## src/rtl/ps2_key_event_queue.sv

```systemverilog
// Queues ps2_key toggle events and replays them as paced strobe/pressed/code pulses
// that a slower core clock can sample reliably.
module ps2_key_event_queue #(
  parameter int DEPTH      = 8,
  parameter int STB_WIDTH  = 4,
  parameter int GAP_CYCLES = 48000
) (
  input  logic                       clk_48,
  input  logic                       reset_n,
  input  logic [10:0]                ps2_key,
  input  logic                       enable,
  input  logic                       clear_ovf,
  output logic                       key_strobe,
  output logic                       key_pressed,
  output logic                       key_extended,
  output logic [7:0]                 key_code,
  output logic [$clog2(DEPTH):0]     level,
  output logic                       overflow
);

  localparam int AW      = $clog2(DEPTH);
  localparam int CNT_MAX = ((STB_WIDTH > GAP_CYCLES) ? STB_WIDTH : GAP_CYCLES) - 1;
  localparam int CNT_W   = (CNT_MAX < 1) ? 1 : $clog2(CNT_MAX + 1);
  localparam bit HAS_GAP = (GAP_CYCLES > 0);
  localparam logic [CNT_W-1:0] STB_LOAD = CNT_W'(STB_WIDTH - 1);
  localparam logic [CNT_W-1:0] GAP_LOAD = HAS_GAP ? CNT_W'(GAP_CYCLES - 1) : '0;

  typedef enum logic [1:0] {IDLE, STROBE, GAP} state_t;

  state_t           state_reg, state_next;
  logic [CNT_W-1:0] cnt_reg, cnt_next;
  logic             strobe_reg, strobe_next;
  logic [9:0]       data_reg;
  logic             old_tgl_reg;
  logic [AW-1:0]    wr_ptr_reg, rd_ptr_reg;
  logic [AW:0]      level_reg, level_next;
  logic             overflow_reg;
  logic [9:0]       mem [DEPTH];

  logic event_in, full, pop, push_ok, drop;

  assign event_in = (ps2_key[10] != old_tgl_reg);
  assign full     = (level_reg == (AW+1)'(DEPTH));
  // A full queue still accepts a push when the head leaves in the same cycle.
  assign push_ok  = event_in && (!full || pop);
  assign drop     = event_in && full && !pop;
  assign level_next = level_reg + (AW+1)'(push_ok) - (AW+1)'(pop);

  always_comb begin
    state_next  = state_reg;
    cnt_next    = cnt_reg;
    strobe_next = strobe_reg;
    pop         = 1'b0;
    case (state_reg)
      IDLE: begin
        strobe_next = 1'b0;
        if (enable && level_reg != '0) begin
          pop         = 1'b1;
          strobe_next = 1'b1;
          cnt_next    = STB_LOAD;
          state_next  = STROBE;
        end
      end
      STROBE: begin
        if (cnt_reg == '0) begin
          strobe_next = 1'b0;
          if (HAS_GAP) begin
            cnt_next   = GAP_LOAD;
            state_next = GAP;
          end else begin
            state_next = IDLE;
          end
        end else begin
          cnt_next = cnt_reg - 1'b1;
        end
      end
      GAP: begin
        strobe_next = 1'b0;
        if (cnt_reg == '0) state_next = IDLE;
        else               cnt_next   = cnt_reg - 1'b1;
      end
      default: begin
        strobe_next = 1'b0;
        state_next  = IDLE;
      end
    endcase
  end

  // Storage carries no reset so it maps onto plain RAM; pointers define validity.
  always_ff @(posedge clk_48) begin
    if (push_ok) mem[wr_ptr_reg] <= ps2_key[9:0];
  end

  always_ff @(posedge clk_48) begin
    if (!reset_n) begin
      state_reg    <= IDLE;
      cnt_reg      <= '0;
      strobe_reg   <= 1'b0;
      data_reg     <= '0;
      old_tgl_reg  <= ps2_key[10];
      wr_ptr_reg   <= '0;
      rd_ptr_reg   <= '0;
      level_reg    <= '0;
      overflow_reg <= 1'b0;
    end else begin
      state_reg   <= state_next;
      cnt_reg     <= cnt_next;
      strobe_reg  <= strobe_next;
      old_tgl_reg <= ps2_key[10];
      level_reg   <= level_next;
      if (pop) begin
        data_reg   <= mem[rd_ptr_reg];
        rd_ptr_reg <= rd_ptr_reg + 1'b1;
      end
      if (push_ok) wr_ptr_reg <= wr_ptr_reg + 1'b1;
      if (drop)           overflow_reg <= 1'b1;
      else if (clear_ovf) overflow_reg <= 1'b0;
    end
  end

  assign key_strobe   = strobe_reg;
  assign key_pressed  = data_reg[9];
  assign key_extended = data_reg[8];
  assign key_code     = data_reg[7:0];
  assign level        = level_reg;
  assign overflow     = overflow_reg;

endmodule
```

## config.mk

```make
export PLATFORM = sky130hd
export DESIGN_NAME = ps2_key_event_queue
export DESIGN_NICKNAME = d
export VERILOG_FILES = /design/src/rtl/ps2_key_event_queue.sv
export SDC_FILE = /design/constraint.sdc
export NUM_CORES = 1
export LEC_CHECK = 0
export ABC_AREA = 1
export CAP_MARGIN = 20
export CORE_MARGIN = 3
export CORE_UTILIZATION = 45
export DETAILED_ROUTE_END_ITERATION = 10
export GPL_TIMING_DRIVEN = 0
export PLACE_DENSITY = 0.69
export SLEW_MARGIN = 25
export SYNTH_ARGS = -nofsm -noshare
export SYNTH_HDL_FRONTEND = slang
export SYNTH_SLANG_ARGS = --single-unit
```

## constraint.sdc

```tcl
create_clock -name clk_48 -period 2.1 [get_ports clk_48]
set_input_delay 0.42 -clock clk_48 [delete_from_list [all_inputs] [get_ports clk_48]]
set_output_delay 0.42 -clock clk_48 [all_outputs]
set_load 0.05 [all_outputs]
```

==> results of run 1 <==
-- final cells by class --
| type | instances | area, sq um | area share [%] |
|---|---|---|---|
| flip-flops and latches | 121 | 3240 | 48.3 |
| multi-input cells | 384 | 2050 | 30.6 |
| clock buffers | 17 | 425 | 6.35 |
| repair buffers | 38 | 360 | 5.38 |
| inverters | 46 | 184 | 2.74 |
| well taps | 143 | 179 | 2.67 |
| clock inverters | 15 | 164 | 2.44 |
| plain buffers | 20 | 101 | 1.51 |
-- per-stage QoR --
| stage | utilization [%] | TNS [ns] |
|---|---|---|
| floorplan | - | -0.0118 |
| global placement | 51.6 | -49.22 |
| global route | 58.0 | -4.39 |
| detailed placement | 51.6 | -52.51 |
| CTS | 57.7 | -0.00923 |
| finish | 58.0 | 0 |
-- power by group through the flow --
stage / Combinational (mW) / Clock, mW / Sequential, mW
global placement: 3.77 / 0 / 3.12
CTS: 4.07 / 2.92 / 3.10
finish: 4.14 / 2.88 / 3.09
floorplan: 2.46 / 0 / 3.47
global route: 4.59 / 3.02 / 3.13
detailed placement: 3.88 / 0 / 3.13
-- worst max-delay path, stage by stage, from the launching register on --
cell and delay [ns]:
dfxtp_4 0.35, inv_2 0.04, ha_4 0.15, nand2_4 0.07, nand3_4 0.13, nand3_4 0.13
nand2_4 0.08, ha_4 0.23, inv_4 0.05, ha_4 0.12, inv_4 0.03, fa_2 0.52
nor2_1 0.04
-- placed cells by master (no fill, tap or decap), types with 2 or more instances in the layout --
cell	synthesis	layout
a21oi_1	29	29
buf_2	3	2
buf_4	0	8
bufinv_16	0	2
clkbuf_1	15	15
clkbuf_16	0	17
clkdlybuf4s50_1	0	30
clkinv_2	1	2
clkinvlp_4	0	5
dfxtp_1	41	35
dfxtp_2	0	3
dfxtp_4	0	3
edfxtp_1	80	80
ha_1	14	10
ha_4	0	4
inv_1	43	36
inv_2	1	4
inv_4	0	4
inv_6	0	6
nand2_1	100	98
nand2_4	1	3
nand3_1	14	13
nand3_4	0	2
nand4_1	2	2
nor2_1	113	104
nor2_2	5	12
nor2_4	2	4
nor3_1	3	3
o211ai_1	20	20
o21ai_0	56	55
o22ai_1	10	10
xor2_1	5	4
-- cell usage after synthesis, drive strengths merged --
cell,count
o21bai,1
clkinv,2
nor2,120
fa,1
nor3,4
o22ai,10
edfxtp,80
buf,5
dfxtp,41
inv,44
o21ai,56
xor2,5
ha,14
nand3,16
a21oi,30
a211oi,1
nand4,3
clkbuf,15
o211ai,20
a21boi,1
nand2,102
-- repair_timing --
action	in CTS	in global routing
pin swaps	2	4
setup endpoints to repair	83	83
buffers inserted	5	3
gates resized for setup	21	4
-- path summary, 6_finish.rpt --
kind | slack, ns | cells past startpoint | end | start
worst max-delay path | 0.001 | 12 | level[1] | level[3]
worst min-delay path | 0.47 | 2 | data_reg[4] | data_reg[4]
worst max register to register | 0.001 | 12 | level[1] | level[3]
worst min register to register | 0.47 | 2 | data_reg[4] | data_reg[4]
-- cell families after synthesis --
kind of cell / Yosys count / synth area share [%]
AO/OA/AOI/OAI: 119 / 12.4
XOR/XNOR: 5 / 0.811
buffers and inverters: 66 / 4.82
AND/OR/NAND/NOR: 245 / 18.7
adder cells (fa/ha/maj): 15 / 3.61
flip-flops: 121 / 59.7
-- per-layer routing --
layer	share of wire [%]	GRT usage (%)	routed length, um	up-vias
li1	-	-	-	2055
met1	42	25.1	5360	2019
met2	49	33.1	6260	139
met3	6.6	6.01	849	26
met4	2.5	9.55	316	0
met5	0	0	0	-
==> impl_metrics.csv, run 1 <==
group,metric,value,unit
run,drv_cap,0,
layout,nNetsFinal,658,
sta,fin_hold_ws,0.468,ns
yosys,synth_fp_nets,601,
sta,finalCriticalPeriod,2.10,ns
die,die_h,116,um
layout,syn_to_final_growth,24.1,%
layout,stdcell_area,6700,sq um
drt,wire_per_inst,16.3,um
yosys,yosys.area.top_type_share,44.5,%
pwr,switching_share,39.7,%
placement,placed_cell_area,5970,sq um
yosys,yosysUniqueCellTypes,33,
sta,fin_ws,0.00124,ns
setup_path,required,2.37,ns
pwr,p_int,6.10,mW
placement,io_buffers,30,
sta,max_freq,476,MHz
setup_path,start_kind,"flip-flop",
sta,maxSlewViolCount,0,
pwr,power.total,10.1,mW
yosys,synth_seq_cells,121,
die,coreArea,11600,sq um
layout,largest_reg_flops,80,
pwr,seqPwrFrac,30.6,%
drt,dr.pass1.iters,5,
status,outcome,"complete, no violations",
pwr,p_clk_share,28.5,%
die,die-area,13400,sq um
die,die_w,116,um
cts,clk_path_buf_depth,2,
pwr,p_switching,4.01,mW
cts,cts.sinks,121,
setup_path,cp-end-kind,"flip-flop",
yosys,yosys.area.top_type,"edfxtp_1",
pwr,power.share.combinational,40.9,%
layout,final_cells,784,
placement,place.gp.congestion,0.906,
drt,vias,4239,
drt,drt-total-wl,12800,um
yosys,avgSynthCellArea,9.46,sq um
sta,relSlewSlack,52.5,%
die,io-pin-count,31,
grt,grt_max_degree,17,
drt,drt.antenna.violating_nets,0,
yosys,ys_warn_count,0,
sta,rsz0062_at_grt,"true",
pwr,power_leakage,2.50,nW
setup_path,worstSetupPathType,"flip-flop to flip-flop",
layout,layout-drive-gt1-share,14.4,%
drt,via_per_inst,5.41,
yosys,ys_seq_area_share,59.7,%
grt,grt_pass1_wl,20500,um
cts,cts_tree,"built",
grt,grt_pass1_vias,4164,
placement,dpl.hpwl,8600,um
cts,clk_latency,0.42,ns
drt,drt_drc_violations_left,0,
cts,cts-hold-fix-buffers,0,
placement,pre_cts_ws,-0.710,ns
cts,cts_inserted_buffers,17,
drt,drt_iter0_drc,335,
sta,hold_viol_final,0,
layout,num_antenna_cells,0,
yosys,synth_cells,571,
die,initial_utilization,46.7,%
pwr,ir_drop,0.000692,V
sta,post-route-period-util,99.9,%
sta,setup_viol,0,
layout,fill_cells,948,
cts,root_buffer,"clkbuf_16",
placement,place_inst,744,
yosys,netlist_area,5400,sq um
sta,tightestPinTransition,0.712,ns
setup_path,arrival,2.37,ns
sta,finalClockSkew,0.00640,ns
grt,antenna_found_initial,0,
cts,htree_levels,4,
setup_path,crit_fanout,7,
yosys,synth.area.top_cells,"edfxtp_1 44%, dfxtp_1 15%, nor2_1 7.9%, nand2_1 6.9%, o21ai_0 5.2%",
cts,path_clk_slew,0.06,ns
grt,overflow,0,
min_path,hold_path.class,"flip-flop to flip-flop",
pwr,powerDensity,1510,nW/um^2
die,num_rows,39,
grt,grt_usage,20.4,%
(Power assumes the default switching activity.)
==> run 2, diff against run 1 <==
HOLD_SLACK_MARGIN = 0.05   (was default)
==> results of run 2 <==
Same layout as run 1: the final DEF is identical, and so are final timing and power.
==> run 3, diff against run 2 <==
GPL_TIMING_DRIVEN = default   (was 0)
==> run 3 against run 2 <==
Effect of this change: via count fell by 1.5%; clock skew rose by 0.0068 ns; critical path depth is 11 lower; critical path type is now flip-flop to output pin; critical endpoint is now level[0]; highest routed layer unchanged.
==> impl_metrics.csv, run 3 (synthesized netlist as in run 1, its figures left out) <==
group,metric,value,unit
status,outcome,"complete, no violations",
die,die_h,116,um
placement,placed_cell_area,6130,sq um
run,drv_cap,0,
layout,fill_cells,923,
layout,largest_reg_flops,80,
setup_path,path_cells,"clkdlybuf4s50_1",
cts,cts_inserted_buffers,17,
layout,layout_commonest_cell,"nor2_1",
pwr,powerDensity,1460,nW/um^2
cts,path_clk_slew,0.05,ns
die,die_w,116,um
setup_path,required,1.68,ns
cts,htree_levels,4,
setup_path,crit_start,"level[0]",
setup_path,crit_buf_inv,1,
drt,drt-total-wl,12400,um
die,die-area,13400,sq um
grt,top_usage_layer,"met2",
grt,overflow,0,
setup_path,start_kind,"flip-flop",
setup_path,max_stage_delay,0.83,ns
setup_path,path_depth,1,
cts,cts-hold-fix-buffers,0,
sta,tightestPinTransition,0.513,ns
layout,syn_to_final_growth,24.4,%
cts,cts_tree,"built",
cts,clk_path_buf_depth,2,
placement,place.gp.congestion,0.879,
pwr,power.total,9.79,mW
setup_path,reg2reg_to,"level[3]",
drt,wire_per_inst,15.8,um
setup_path,crit_fanout,3,
setup_path,reg2reg_depth,13,
setup_path,worstReg2RegStart,"level[0]",
drt,drt_drc_violations_left,0,
grt,grt_pass1_wl,20300,um
cts,root_buffer,"clkbuf_16",
grt,grt_pass1_vias,4059,
layout,num_antenna_cells,0,
grt,met2_usage,32.2,%
layout,nNetsFinal,664,
layout,layout-drive-gt1-share,14.6,%
grt,grt_util_met3,5.01,%
drt,vias,4174,
layout,layout_common_cells,"112 x nor2_1, 98 x nand2_1, 80 x edfxtp_1",
pwr,ir_drop,0.000700,V
sta,finalClockSkew,0.0132,ns
sta,hold_viol_final,0,
die,coreArea,11600,sq um
setup_path,reg2reg_setup_slack,0.09,ns
die,initial_utilization,46.7,%
sta,fin_ws,0.0400,ns
grt,grtUsageMet1,25.5,%
drt,dr.pass1.iters,7,
grt,antenna_found_initial,0,
min_path,hold_path.class,"flip-flop to flip-flop",
setup_path,worstSetupEndpoint,"level[0]",
sta,relSlewSlack,65.7,%
die,io-pin-count,31,
drt,via_per_inst,5.30,
die,num_rows,39,
placement,dpl.hpwl,8580,um
sta,max_freq,485,MHz
drt,drt_iter0_drc,341,
layout,stdcell_area,6720,sq um
sta,post-route-period-util,98.1,%
grt,grt_usage,20.0,%
placement,pre_cts_ws,-0.274,ns
pwr,power_leakage,2.58,nW
min_path,hold_depth,2,
drt,drt.antenna.violating_nets,0,
cts,cts.sinks,121,
cts,clk_latency,0.42,ns
grt,grt_max_degree,43,
sta,maxSlewViolCount,0,
sta,finalCriticalPeriod,2.06,ns
placement,io_buffers,30,
setup_path,arrival,1.64,ns
setup_path,worstSetupPathType,"flip-flop to output pin",
setup_path,cp-end-kind,"output pin",
sta,fin_hold_ws,0.462,ns
setup_path,cp_top_family,"buffers and inverters",
sta,setup_viol,0,
setup_path,slowest_stage,"clkdlybuf4s50_1",
## run 3: worst min path at each step
| stage | from | slack [ns] | endpoint |
|---|---|---|---|
| 2_1_floorplan | ps2_key[10] | 0.45 | old_tgl_reg |
| 3_3_place_gp | data_reg[7] | 0.46 | data_reg[7] |
| 3_5_place_dp | overflow | 0.46 | overflow |
| 4_1_cts | overflow | 0.47 | overflow |
| 5_1_grt | data_reg[0] | 0.49 | data_reg[0] |
| 6_report | overflow | 0.46 | overflow |
## run 3: routing by layer
layer | wire [um] | vias to the layer above
li1 | - | 2067
met1 | 5470 | 1972
met2 | 6080 | 108
met3 | 581 | 27
met4 | 283 | 0
met5 | 0 | -
## run 3: stage by stage
step | utilization [%] | std cells | TNS [ns]
after global routing | 58.1 | 788 | -0.0205
final | 58.1 | 788 | 0
after detailed placement | 53.0 | 756 | -8.37
after global placement | 53.0 | 756 | -6.55
after CTS | 57.8 | 786 | 0
after floorplan | - | 571 | -0.0118
## run 3: repair_timing
item | in CTS | in global routing
endpoints found under the setup margin | 1 | 3
buffers inserted | 0 | 2
pin swaps | 0 | 4
hold endpoints to repair | 0 | 0
gates resized for setup | 1 | 6
## run 3: area by class of cell
cell class | count | area [sq um] | share of cell area, %
inverters | 46 | 176 | 2.63
flip-flops and latches | 121 | 3240 | 48.1
well taps | 143 | 179 | 2.66
multi-input cells | 384 | 2020 | 30.1
repair buffers | 64 | 568 | 8.45
clock buffers | 20 | 437 | 6.50
clock inverters | 10 | 105 | 1.56
## run 3: power by group
part | switching (mW) | internal [mW] | total (mW)
clock network | 0.970 | 1.71 | 2.68
registers | 0.199 | 2.88 | 3.08
logic | 2.60 | 1.43 | 4.03
